[src/rtl/truth_table_sweeper.sv]
// rtl/truth_table_sweeper.sv - steps a 3-input device through vectors 0..7 and records its truth table
module truth_table_sweeper #(
  parameter int SETTLE = 2
) (
  input  logic       clk,
  input  logic       reset,
  input  logic       start,
  input  logic       abort,
  input  logic       f_in,
  input  logic [7:0] expected,
  output logic       v_out,
  output logic       i_out,
  output logic       h_out,
  output logic       busy,
  output logic       done,
  output logic [7:0] truth_table,
  output logic       match
);

  typedef enum logic [1:0] {S_IDLE, S_SETTLE, S_SAMPLE, S_DONE} state_t;

  localparam logic [3:0] CNT_LAST = 4'(SETTLE - 1);

  state_t     state, state_nxt;
  logic [2:0] idx;
  logic [3:0] cnt;
  logic [7:0] capture;

  always_ff @(posedge clk or negedge reset) begin
    if (!reset) state <= S_IDLE;
    else        state <= state_nxt;
  end

  always_comb begin
    state_nxt = state;
    case (state)
      S_IDLE:   if (start && !abort) state_nxt = S_SETTLE;
      S_SETTLE: begin
        if (abort)                state_nxt = S_IDLE;
        else if (cnt == CNT_LAST) state_nxt = S_SAMPLE;
      end
      S_SAMPLE: begin
        if (abort)             state_nxt = S_IDLE;
        else if (idx == 3'd7)  state_nxt = S_DONE;
        else                   state_nxt = S_SETTLE;
      end
      S_DONE:   state_nxt = S_IDLE;
      default:  state_nxt = S_IDLE;
    endcase
  end

  // Stimulus is driven straight from idx so it is stable through settle and sample.
  always_comb begin
    busy = (state != S_IDLE);
    done = (state == S_DONE);
    {v_out, i_out, h_out} = 3'b000;
    if (state == S_SETTLE || state == S_SAMPLE) {v_out, i_out, h_out} = idx;
  end

  always_ff @(posedge clk or negedge reset) begin
    if (!reset) begin
      idx         <= 3'd0;
      cnt         <= 4'd0;
      capture     <= 8'h00;
      truth_table <= 8'h00;
      match       <= 1'b0;
    end else begin
      case (state)
        S_IDLE: begin
          if (start && !abort) begin
            idx     <= 3'd0;
            cnt     <= 4'd0;
            capture <= 8'h00;
          end
        end
        S_SETTLE: if (!abort) cnt <= cnt + 4'd1;
        S_SAMPLE: begin
          if (!abort) begin
            capture[idx] <= f_in;
            if (idx != 3'd7) begin
              idx <= idx + 3'd1;
              cnt <= 4'd0;
            end
          end
        end
        S_DONE: begin
          truth_table <= capture;
          match       <= (capture == expected);
        end
        default: ;
      endcase
    end
  end

endmodule

[config.mk]
export PLATFORM = sky130hd
export DESIGN_NAME = truth_table_sweeper
export DESIGN_NICKNAME = d
export VERILOG_FILES = /design/src/rtl/truth_table_sweeper.sv
export SDC_FILE = /design/constraint.sdc
export NUM_CORES = 1
export LEC_CHECK = 0
export BUFFER_PORTS_ARGS = -buffer_cell sky130_fd_sc_hd__buf_2
export CORE_UTILIZATION = 30
export DETAILED_ROUTE_END_ITERATION = 8
export SKIP_LAST_GASP = 1
export SYNTH_ARGS = -nofsm -noshare
export SYNTH_HDL_FRONTEND = slang
export SYNTH_SLANG_ARGS = --single-unit
export TNS_END_PERCENT = 50
[constraint.sdc]
create_clock -name clk -period 2.2 [get_ports clk]
set_input_delay 0.44 -clock clk [delete_from_list [all_inputs] [get_ports clk]]
set_output_delay 0.44 -clock clk [all_outputs]
set_load 0.02 [all_outputs]
==> out/qor_table.md, run 1 <==
| Quantity | Value | Unit |
|:---|:---|:---|
| Netlist area before placement | 0.001534 | mm^2 |
| Cts bufs inserted | 3 | - |
| Number of cells in the design after placement | 240 | - |
| Worst r2r path cells | 6 | - |
| Distinct cells, synth | 42 | - |
| Count of final hold-check violations | 0 | - |
| Cell type with the largest total area after synthesis | sky130_fd_sc_hd__dfrtp_1 | - |
| Placeable Area | 0.004817 | mm^2 |
| Average cell area after synthesis | 10.09 | um^2 |
| Total of endpoints with negative setup slack in the final report | 0 | - |
| Num ports | 27 | - |
| Relative max-transition margin | 59.94 | % |
| Post-CTS Hold Buffers | 0 | - |
| Share of the synthesized area in the top cell type | 42.41 | % |
| Yosys warning total | 0 | - |
| Minimum setup slack among reg-to-reg paths | 300 | ps |
| Share of the cycle needed by the critical path after routing | 88.31 | % |
| Die Y | 73.51 | um |
| Area growth, synth to finish | 17.29 | % |
| Worst flop-to-flop path endpoint | idx[0]$_DFFE_PN0P_ | - |
| Final-stage net count | 200 | - |
| Root buffer cell | sky130_fd_sc_hd__clkbuf_8 | - |
| Clock tree from TritonCTS | yes | - |
| Total iterations of the first detailed-routing run | 4 | - |
| Number of enable flip-flop cells after synthesis | 0 | - |
| Vias per cell | 4.811 | - |
| Total power divided by cell area | 1020 | mW/mm^2 |
| Post-detailed-route DRC marker count | 0 | - |
| Die Footprint | 0.005403 | mm^2 |
| Worst clock skew | 9.900 | ps |
| Total detailed-routing wirelength | 3074 | um |
| Number of buffers on the longest clock path | 2 | - |
| Number of cell rows | 25 | - |
| Initial drt markers | 84 | - |
| WHS | 156.6 | ps |
| CTS H-Tree Depth | 1 | - |
| Post-Synthesis Cells | 152 | - |
| Post-layout min period | 1943 | ps |
| Area contributors post-synth | sky130_fd_sc_hd__dfrtp_1, sky130_fd_sc_hd__ha_1, sky130_fd_sc_hd__mux2_2 | - |
| Top post-synthesis cells by count | sky130_fd_sc_hd__dfrtp_1, sky130_fd_sc_hd__o21ai_0, sky130_fd_sc_hd__inv_1 | - |
| Final Max Slew Viols | 0 | - |
| Most frequently used flop master after synthesis | sky130_fd_sc_hd__dfrtp_1 | - |
| Crit path launch type | register | - |
| Floorplan die width | 73.51 | um |
| Count of nets left with antenna violations after detail routing | 0 | - |
| Cell leakage power | 0.9017 | nW |
| Type of the worst setup path | reg -> out | - |
| Number of port buffers | 26 | - |
| Critical-path maximum fanout | 12 | - |
| Max-cap viol count | 0 | - |
| Overall fraction of global-route tracks in use | 12.43 | % |
| Post-cts resize count | 0 | - |
| Vias in the first global route | 1104 | - |
| Capture point of the worst path | done | - |
| Most frequent cell after synthesis | sky130_fd_sc_hd__dfrtp_1 | - |
| Share of synthesized area occupied by flip-flops and latches | 42.41 | % |
| Final weighted congestion in routability-driven placement | 0.7546 | - |
| Worst EP required | 1760 | ps |
| GRT Residual Overflow | 0 | - |
| Antenna Cells | 0 | - |
| Mean routed wirelength per cell | 12.60 | um |
| Setup TNS Final | 0 | ps |
| Maximum number of pins on one net before global-route repair | 27 | - |
| Final Instance Count excl. Fillers | 244 | - |
| First-pass GRT wire length | 5264 | um |
| Skew-Pair Late Insertion Delay | 270 | ps |
| Setup repair after global routing missed its margin | false | - |
| Effective utilization at floorplan | 31.84 | % |
| Number of storage elements in the synthesis netlist | 26 | - |
| Clock-pin slew of the registers on the worst-case setup and hold paths | 100 | ps |
| Worst reg2reg startpoint | state[0]$_DFFE_PN0P_ | - |
| Number of clock sinks | 26 | - |
| Peak Freq | 514.7 | MHz |
| CP arrival | 1500 | ps |
| Share of layout cells above drive strength 1 | 27.12 | % |
| Number of antenna violations at the first check in global routing | 0 | - |
| Ys async rst share | 100.0 | % |
| Vias | 1174 | - |
| DP HPWL | 2220 | um |
| Status | complete, no violations | - |
| Buffer count from post-CTS setup fixing | 0 | - |
| Worst Max-Slew Pin Slew | 601.0 | ps |
| Min-delay worst type | in -> async | - |
| Total nets after synthesis | 174 | - |
| Worst vdd rail ir drop | 0.2984 | mV |
| Launching instance or port of the critical path | state[1]$_DFFE_PN0P_ | - |
| Type of element capturing the critical path | output port | - |
[worst max-delay path, stage by stage (launching register included)]
cell,delay [ps]
sky130_fd_sc_hd__dfrtp_1,430
sky130_fd_sc_hd__ha_1,530
sky130_fd_sc_hd__buf_2,270
[cells in the final DEF (no fill, tap or decap), drive strengths merged, types with 2 or more instances in the layout]
cell type   n
and2        5
nand2b      2
a21o        2
clkbuf      3
o21ai      18
nand3       5
nor3        3
o21a        3
and2b       2
nor4        3
xor2        8
mux2i       2
o31ai       3
nand2       5
a21oi       5
dfrtp      26
o22ai       2
inv        11
buf        28
nor3b       2
nor2        7
mux2        9
a31oi       2
ha          9
[sequential cells by signal, indices dropped and copies added, names as in the netlist]
signal	flops
idx	3
state	2
cnt	4
capture	8
truth_table	8
match	1
[power breakdown]
group	total, W	internal, W	switching [W]
Clock	0.000402	0.000243	0.000158
Sequential	0.000638	0.000567	0.0000706
Combinational	0.000795	0.000316	0.000479
Total	0.00183	0.00113	0.000708
[how the worst min path moves through the flow]
stage                      from                endpoint  slack (ps)  depth (start not counted)
after floorplan           reset  capture[0]$_DFFE_PN0P_         140                          0
after global placement    reset      cnt[1]$_DFFE_PN0P_         490                          1
after detailed placement  reset      cnt[0]$_DFFE_PN0P_         480                          1
after CTS                 reset      cnt[0]$_DFFE_PN0P_         180                          1
after global routing      reset      cnt[1]$_DFFE_PN0P_         200                          1
final                     reset      cnt[0]$_DFFE_PN0P_         160                          1
[through the flow]
step                power (W)  util [%]  instance area [um^2]  setup WS, ps
floorplan            0.001252         -                  1534         441.1
global placement     0.001443     35.87                  1728         336.1
detailed placement   0.001446     35.87                  1728         303.2
global route         0.001976     37.35                  1799         154.5
CTS                  0.001849     37.35                  1799         247.2
finish               0.001834     37.35                  1799         257.2
[area by class of cell]
cell class                 instances  area [um^2]
fill                             491         3018
multi-input combinational        108        807.0
clock buffer                       3        41.29
clock inverter                     1        30.03
timing repair buffer              28        145.1
tap                               67        83.83
sequential                        26        650.6
inverter                          11        41.29
[routing by layer]
layer,part of all wire [%],up-vias,wire length (um),GRT usage [%]
li1,-,589,-,-
met1,51,559,1569,17.92
met2,45,24,1380,19.16
met3,3.0,2,91,1.372
met4,1.1,0,34,4.487
met5,0,-,0,0
[cell families (layout without fill, tap and decap cells)]
group,after synthesis,in the layout,synth area share [%]
AOI/OAI and AO/OA,40,40,16.72
and+or+nand+nor,40,40,15.82
DFF,26,26,42.41
buffers and inverters,18,43,4.975
muxes,11,11,8.157
adders and majority gates,9,9,7.341
xor gates and xnor gates,8,8,4.568
No activity file was read; power rests on OpenSTA's default activity.
==> run 2: changes to the inputs <==
clock period = 2.3 ns   (was 2.2 ns; I/O delays follow)
==> run 2 against run 1 <==
  * Non-clock buffer count shrank 1
  * Utilization shrank 0.16 points
  * Total power shrank 4.7%
  * Cell area shrank 0.42%
  * Flip-flop and latch count is the same
  * Critical path type unchanged
  * Count of clock-buffer cells in the layout is the same
  * Critical path depth grew 2
  * Routed wire length grew 0.16%
  * Register-to-register slack gained 100 ps
  * First-iteration DRC count shrank 42%
  * Via count shrank 1.7%
  * Largest cell class unchanged
==> out/qor_table.md, run 2 (same netlist as run 1, synthesis figures left out) <==
| Quantity | Value | Unit | Change |
|:---|:---|:---|:---|
| Worst-path cell with the longest stage delay | sky130_fd_sc_hd__dfrtp_1 | - | was sky130_fd_sc_hd__ha_1 |
| Post-detailed-route DRC marker count | 0 | - | unchanged |
| Vias per cell | 4.749 | - | was 4.811 |
| Number of antenna violations at the first check in global routing | 0 | - | unchanged |
| Initial drt markers | 49 | - | was 84 |
| Critical-path maximum fanout | 10 | - | was 12 |
| Die Footprint | 0.005403 | mm^2 | unchanged |
| Share of layout cells above drive strength 1 | 26.70 | % | was 27.12% |
| Crit path buffers/inverters | 3 | - | was 1 |
| Vias in the first global route | 1181 | - | was 1104 |
| Root buffer cell | sky130_fd_sc_hd__clkbuf_8 | - | unchanged |
| Placeable Area | 0.004817 | mm^2 | unchanged |
| Worst reg2reg startpoint | state[0]$_DFFE_PN0P_ | - | unchanged |
| Antenna Cells | 0 | - | unchanged |
| Cts bufs inserted | 3 | - | unchanged |
| Setup repair after global routing missed its margin | false | - | unchanged |
| Share of the cycle needed by the critical path after routing | 84.36 | % |  |
| Floorplan die width | 73.51 | um | unchanged |
| Total of endpoints with negative setup slack in the final report | 0 | - | unchanged |
| Share of the core filled with cells | 37.19 | % | was 37.35% |
| Final-stage net count | 199 | - | was 200 |
| Post-cts resize count | 0 | - | unchanged |
| Die Y | 73.51 | um | unchanged |
| Crit path launch type | register | - | unchanged |
| Worst clock skew | 3.928 | ps | was 9.900 ps |
| Post-route setup slack | 359.7 | ps | was 257.2 ps |
| Type of the worst setup path | reg -> out | - | unchanged |
| Worst Max-Slew Pin Slew | 592.2 | ps | was 601.0 ps |
| Routed met3 length | 62 | um | was 91 um |
| Minimum setup slack among reg-to-reg paths | 400 | ps | was 300 ps |
| Number of buffers on the longest clock path | 2 | - | unchanged |
| Pre-CTS setup slack | 407.4 | ps | was 303.2 ps |
| Registers with the most flip-flops | capture: 8 flops, truth_table: 8 flops, cnt: 4 flops | - | unchanged |
| DP HPWL | 2246 | um | was 2220 um |
| Setup TNS Final | 0 | ps | unchanged |
| Total detailed-routing wirelength | 3079 | um | was 3074 um |
| Most numerous cell on the critical path | sky130_fd_sc_hd__inv_1 | - |  |
| Final weighted congestion in routability-driven placement | 0.7534 | - | was 0.7546 |
| Count of nets left with antenna violations after detail routing | 0 | - | unchanged |
| Critical path cell sequence | inv_1, ha_1, inv_1, buf_2 | - | was ha_1, buf_2 |
| Effective utilization at floorplan | 31.84 | % | unchanged |
| Layout fillers | 498 | - | was 491 |
| Peak Freq | 515.4 | MHz |  |
| Maximum number of pins on one net before global-route repair | 27 | - | unchanged |
| Power Total | 0.001747 | W | was 0.001834 W |
| Mean routed wirelength per cell | 12.67 | um | was 12.60 um |
| GRT Residual Overflow | 0 | - | unchanged |
| Number of cell rows | 25 | - | unchanged |
| First-pass GRT wire length | 5361 | um | was 5264 um |
| Overall fraction of global-route tracks in use | 12.79 | % | was 12.43% |
| Post-CTS Hold Buffers | 0 | - | unchanged |
| Buffer count from post-CTS setup fixing | 0 | - | unchanged |
| Final Max Slew Viols | 0 | - | unchanged |
| Post-Route M1 WL | 1580 | um | was 1569 um |
| Number of clock sinks | 26 | - | unchanged |
| Number of port buffers | 26 | - | unchanged |
| Area growth, synth to finish | 16.80 | % | was 17.29% |
| Total power divided by cell area | 975.2 | mW/mm^2 | was 1020 mW/mm^2 |
| Clock tree from TritonCTS | yes | - | unchanged |
| Worst vdd rail ir drop | 0.3959 | mV | was 0.2984 mV |
| CTS H-Tree Depth | 1 | - | unchanged |
| Crit-path leading delay family | flip-flops | - | was adder cells |
| Post-layout min period | 1940 | ps |  |
| Worst flop-to-flop path endpoint | cnt[2]$_DFFE_PN0P_ | - | was idx[0]$_DFFE_PN0P_ |
| Min-delay worst type | in -> async | - | unchanged |
| Max-cap viol count | 0 | - | unchanged |
| Top library cells by usage in the layout, fill and taps aside | sky130_fd_sc_hd__dfrtp_1, sky130_fd_sc_hd__buf_2, sky130_fd_sc_hd__o21ai_0 | - | unchanged |
| CP arrival | 1480 | ps | was 1500 ps |
| Worst EP required | 1840 | ps | was 1760 ps |
| Skew-Pair Late Insertion Delay | 270 | ps | about the same |
| Num ports | 27 | - | unchanged |
| Met2 Wirelength | 1404 | um | was 1380 um |
| Count of final hold-check violations | 0 | - | unchanged |
| Cell leakage power | 0.8962 | nW | was 0.9017 nW |
| Vias | 1154 | - | was 1174 |
| Largest incremental delay on the critical path | 420 | ps | was 530 ps |
| Relative max-transition margin | 60.52 | % | was 59.94% |
| Worst r2r path cells | 6 | - | unchanged |
| Clock-pin slew of the registers on the worst-case setup and hold paths | 90 | ps | was 100 ps |
| Type of element capturing the critical path | output port | - | unchanged |
| Highest signal layer in the routed design | met4 | - | unchanged |
| Status | complete, no violations | - | unchanged |
| Total iterations of the first detailed-routing run | 4 | - | unchanged |
-- run 2: cell count changes in the layout (fill, tap and decap cells not counted), sizes merged --
cell,change
buf,-1
-- run 2: area by class of cell --
class | instances | area (um^2) | area share (%)
Clock inverter | 1 | 30.03 | 1.676
Timing Repair Buffer | 27 | 137.6 | 7.682
Clock buffer | 3 | 41.29 | 2.304
Inverter | 11 | 41.29 | 2.304
Sequential cell | 26 | 650.6 | 36.31
Tap cell | 67 | 83.83 | 4.679
Multi-Input combinational cell | 108 | 807.0 | 45.04
-- run 2: power breakdown --
group | total, W | internal (W) | switching [W]
sequential | 0.000609 | 0.000542 | 0.0000663
clock | 0.000380 | 0.000233 | 0.000148
combinational | 0.000758 | 0.000301 | 0.000457
total | 0.00175 | 0.00108 | 0.000671
-- run 2: per-stage QoR --
step | std cells | hold slack (ps) | area (um^2)
after floorplan | 152 | 164.4 | 1534
after global placement | 239 | 485.3 | 1720
after detailed placement | 239 | 490.7 | 1720
after CTS | 243 | 200.5 | 1792
after global routing | 243 | 229.1 | 1792
final | 243 | 180.0 | 1792
-- run 2: worst max-delay path by stage --
stage	startpoint	end	slack, ps	cells after the start
finish	state[0]$_DFFE_PN0P_	busy	360	4
CTS	state[1]$_DFFE_PN0P_	done	310	2
global route	state[1]$_DFFE_PN0P_	done	260	2
global placement	state[0]$_DFFE_PN0P_	cnt[2]$_DFFE_PN0P_	440	6
detailed placement	state[0]$_DFFE_PN0P_	idx[0]$_DFFE_PN0P_	410	6
floorplan	state[0]$_DFFE_PN0P_	idx[0]$_DFFE_PN0P_	540	7
-- run 2: worst reg2reg max path: cells and delay by family, from the launching register on --
family                   cells  cell delay [ps]
AND/OR/NAND/NOR              1              100
buffers and inverters        2              250
AO/OA/AOI/OAI                2              680
adder cells (fa/ha/maj)      1              370
flip-flops                   1              420
-- run 2: layer usage --
layer | up-vias | global-route usage, %
li1 | 590 | -
met1 | 546 | 17.81
met2 | 16 | 20.18
met3 | 2 | 1.372
met4 | 0 | 5.342
met5 | - | 0
==> run 3: changes to the inputs <==
ABC_AREA = 1   (was default)
clock period = 1.7 ns   (was 2.3 ns; I/O delays follow)
==> run 3 against run 2 <==
  * Routed wire length increased by 4.5%
  * Cell count increased by 24%
  * Worst hold slack got worse by 120 ps
  * Non-clock buffer count increased by 4
  * Critical path depth decreased by 1
  * First-iteration DRC count increased by 53%
  * Clock skew increased by 6.8 ps
  * Sequential power increased by 38%
  * Via count increased by 13%
  * Sequential share of layout area decreased by 1.7 points
  * Utilization increased by 1.4 points
  * Critical endpoint is now done
  * Largest cell class unchanged
==> out/qor_table.md, run 3 <==
| Quantity | Value | Unit | Change |
|:---|:---|:---|:---|
| Area growth, synth to finish | 19.63 | % | was 16.80% |
| Overall fraction of global-route tracks in use | 13.60 | % | was 12.79% |
| Maximum number of pins on one net before global-route repair | 27 | - | unchanged |
| Most frequently used flop master after synthesis | sky130_fd_sc_hd__dfrtp_1 | - | unchanged |
| Clock-pin slew of the registers on the worst-case setup and hold paths | 100 | ps | was 90 ps |
| Floorplan die width | 74.44 | um | was 73.51 um |
| Vias | 1304 | - | was 1154 |
| Setup TNS Final | 0 | ps | unchanged |
| Mean routed wirelength per cell | 10.65 | um | was 12.67 um |
| Type of element capturing the critical path | output port | - | unchanged |
| Minimum setup slack among reg-to-reg paths | 180 | ps | was 400 ps |
| Initial drt markers | 75 | - | was 49 |
| Cell leakage power | 1.010 | nW | was 0.8962 nW |
| Netlist area before placement | 0.001574 | mm^2 | was 0.001534 mm^2 |
| Final-stage net count | 258 | - | was 199 |
| Number of storage elements in the synthesis netlist | 26 | - | unchanged |
| Peak Freq | 599.0 | MHz |  |
| Min-delay worst type | in -> async | - | unchanged |
| Count of final hold-check violations | 0 | - | unchanged |
| Crit path launch type | register | - | unchanged |
| Average cell area after synthesis | 7.678 | um^2 | was 10.09 um^2 |
| Distinct cells, synth | 26 | - | was 42 |
| Yosys warning total | 0 | - | unchanged |
| Share of the synthesized area in the top cell type | 41.34 | % | was 42.41% |
| Count of nets left with antenna violations after detail routing | 0 | - | unchanged |
| Ys async rst share | 100.0 | % | unchanged |
| Post-CTS Hold Buffers | 0 | - | unchanged |
| Effective utilization at floorplan | 32.26 | % | was 31.84% |
| Skew-Pair Late Insertion Delay | 270 | ps | about the same |
| Post-Synthesis Cells | 205 | - | was 152 |
| Vias in the first global route | 1302 | - | was 1181 |
| Worst EP required | 1360 | ps | was 1840 ps |
| Root buffer cell | sky130_fd_sc_hd__clkbuf_8 | - | unchanged |
| Final non-filler cell area | 0.001883 | mm^2 | was 0.001792 mm^2 |
| Post-layout min period | 1669 | ps |  |
| Final weighted congestion in routability-driven placement | 0.8153 | - | was 0.7534 |
| Share of synthesized area occupied by flip-flops and latches | 41.34 | % | was 42.41% |
| Antenna Cells | 0 | - | unchanged |
| Worst vdd rail ir drop | 0.7781 | mV | was 0.3959 mV |
| Final Max Slew Viols | 0 | - | unchanged |
| Max-cap viol count | 0 | - | unchanged |
| Total nets after synthesis | 227 | - | was 174 |
| CP arrival | 1330 | ps | was 1480 ps |
| Number of buffers on the longest clock path | 2 | - | unchanged |
| CTS H-Tree Depth | 1 | - | unchanged |
| Total detailed-routing wirelength | 3217 | um | was 3079 um |
| Number of clock sinks | 26 | - | unchanged |
| Worst clock skew | 10.69 | ps | was 3.928 ps |
| Total power divided by cell area | 1432 | mW/mm^2 | was 975.2 mW/mm^2 |
| Die Footprint | 0.005541 | mm^2 | was 0.005403 mm^2 |
| Num ports | 27 | - | unchanged |
| Post-detailed-route DRC marker count | 0 | - | unchanged |
| Most frequent cell after synthesis | sky130_fd_sc_hd__nand2_1 | - | was sky130_fd_sc_hd__dfrtp_1 |
| Status | complete, no violations | - | unchanged |
| Number of antenna violations at the first check in global routing | 0 | - | unchanged |
| Most common cell after layout, fill and taps aside | sky130_fd_sc_hd__nand2_1 | - |  |
| Share of layout cells above drive strength 1 | 23.40 | % | was 26.70% |
| Clock tree from TritonCTS | yes | - | unchanged |
| Post-route setup slack | 30.64 | ps | was 359.7 ps |
| Cts bufs inserted | 3 | - | unchanged |
| Placeable Area | 0.004880 | mm^2 | was 0.004817 mm^2 |
| Area contributors post-synth | sky130_fd_sc_hd__dfrtp_1, sky130_fd_sc_hd__nand2_1, sky130_fd_sc_hd__ha_1 | - | was sky130_fd_sc_hd__dfrtp_1, sky130_fd_sc_hd__ha_1, sky130_fd_sc_hd__mux2_2 |
| Total of endpoints with negative setup slack in the final report | 0 | - | unchanged |
| Top library cells by usage in the layout, fill and taps aside | sky130_fd_sc_hd__nand2_1, sky130_fd_sc_hd__buf_2, sky130_fd_sc_hd__dfrtp_1 | - | was sky130_fd_sc_hd__dfrtp_1, sky130_fd_sc_hd__buf_2, sky130_fd_sc_hd__o21ai_0 |
| Number of enable flip-flop cells after synthesis | 0 | - | unchanged |
| Number of port buffers | 26 | - | unchanged |
| Worst Max-Slew Pin Slew | 606.3 | ps | was 592.2 ps |
| Number of cells in the design after placement | 297 | - | was 239 |
| Share of the cycle needed by the critical path after routing | 98.20 | % |  |
| Cell area reported after detailed placement | 0.001785 | mm^2 | was 0.001720 mm^2 |
| Pre-CTS setup slack | 131.6 | ps | was 407.4 ps |
| Relative max-transition margin | 59.58 | % | was 60.52% |
| Die Y | 74.44 | um | was 73.51 um |
| Cell type with the largest total area after synthesis | sky130_fd_sc_hd__dfrtp_1 | - | unchanged |
| GRT Residual Overflow | 0 | - | unchanged |
| Top post-synthesis cells by count | sky130_fd_sc_hd__nand2_1, sky130_fd_sc_hd__dfrtp_1, sky130_fd_sc_hd__inv_1 | - | was sky130_fd_sc_hd__dfrtp_1, sky130_fd_sc_hd__o21ai_0, sky130_fd_sc_hd__inv_1 |
| Vias per cell | 4.318 | - | was 4.749 |
| Total iterations of the first detailed-routing run | 4 | - | unchanged |
| Critical-path maximum fanout | 9 | - | was 10 |
| Number of cell rows | 25 | - | unchanged |
| Registers with the most flip-flops | capture: 8 flops, truth_table: 8 flops, cnt: 4 flops | - | unchanged |
| DP HPWL | 2321 | um | was 2246 um |
| Type of the worst setup path | reg -> out | - | unchanged |
| Final Instance Count excl. Fillers | 302 | - | was 243 |
| Setup repair after global routing missed its margin | true | - | was false |
| First-pass GRT wire length | 5733 | um | was 5361 um |
[run 3: report_power, final]
part | switching [W] | internal [W] | leakage (nW)
combinational | 0.000844 | 0.000488 | 0.626
sequential | 0.0000960 | 0.000746 | 0.349
clock | 0.000208 | 0.000315 | 0.0357
[run 3: final cells by class]
type / count / area (um^2)
Fill cell: 528 / 2997
Multi-Input combinational cell: 148 / 810.8
Sequential cell: 26 / 651.9
Timing Repair Buffer: 31 / 167.7
Inverter: 26 / 97.59
Tap cell: 67 / 83.83
Clock buffer: 3 / 41.29
Clock inverter: 1 / 30.03
[run 3: through the flow]
stage / total power, W / hold WS (ps) / utilization, %
after floorplan: 0.001799 / 44.41 / -
after global placement: 0.002085 / 377.2 / 36.59
after detailed placement: 0.002103 / 389.6 / 36.59
after CTS: 0.002681 / 87.34 / 38.36
after global routing: 0.002952 / 92.86 / 38.59
final: 0.002697 / 60.14 / 38.59
[run 3: worst paths after layout]
check                                  startpoint                      to  cells past startpoint
max                          state[0]$_DFFE_PN0P_                    done                      3
min                                         reset      idx[2]$_DFFE_PN0P_                      1
max reg2reg                  state[0]$_DFFE_PN0P_  capture[0]$_DFFE_PN0P_                      9
min reg2reg                capture[3]$_DFFE_PN0P_  capture[3]$_DFFE_PN0P_                      2
max in group asynchronous                   reset    state[1]$_DFFE_PN0P_                      1
min in group clk                      expected[1]       match$_DFFE_PN0P_                      4
[run 3: worst max-delay path, cell delays in order (launching register included)]
cell and delay [ps]:
sky130_fd_sc_hd__dfrtp_1 380, sky130_fd_sc_hd__buf_4 130, sky130_fd_sc_hd__ha_2 330, sky130_fd_sc_hd__buf_2 220
[run 3: logic make-up after synthesis]
logic type / count (synthesis) / share of synthesized area (%)
buffers and inverters: 31 / 8.267
AOI/OAI and AO/OA: 17 / 5.803
DFF: 26 / 41.34
muxes: 4 / 2.861
adders and majority gates: 9 / 7.154
xor gates and xnor gates: 4 / 2.226
and+or+nand+nor: 114 / 32.35
[run 3: repair_timing]
action / CTS / global route
gates resized for setup: 2 / 3
setup buffers: 0 / 1
setup endpoints to repair: 4 / 15
[run 3: metal layers]
metal / vias up / share of wire (%) / GRT usage [%]
met5: - / 0 / 0
met3: 4 / 3.5 / 2.033
met1: 574 / 50 / 17.85
met4: 0 / 1.1 / 5.451
li1: 700 / - / -
met2: 26 / 46 / 22.42
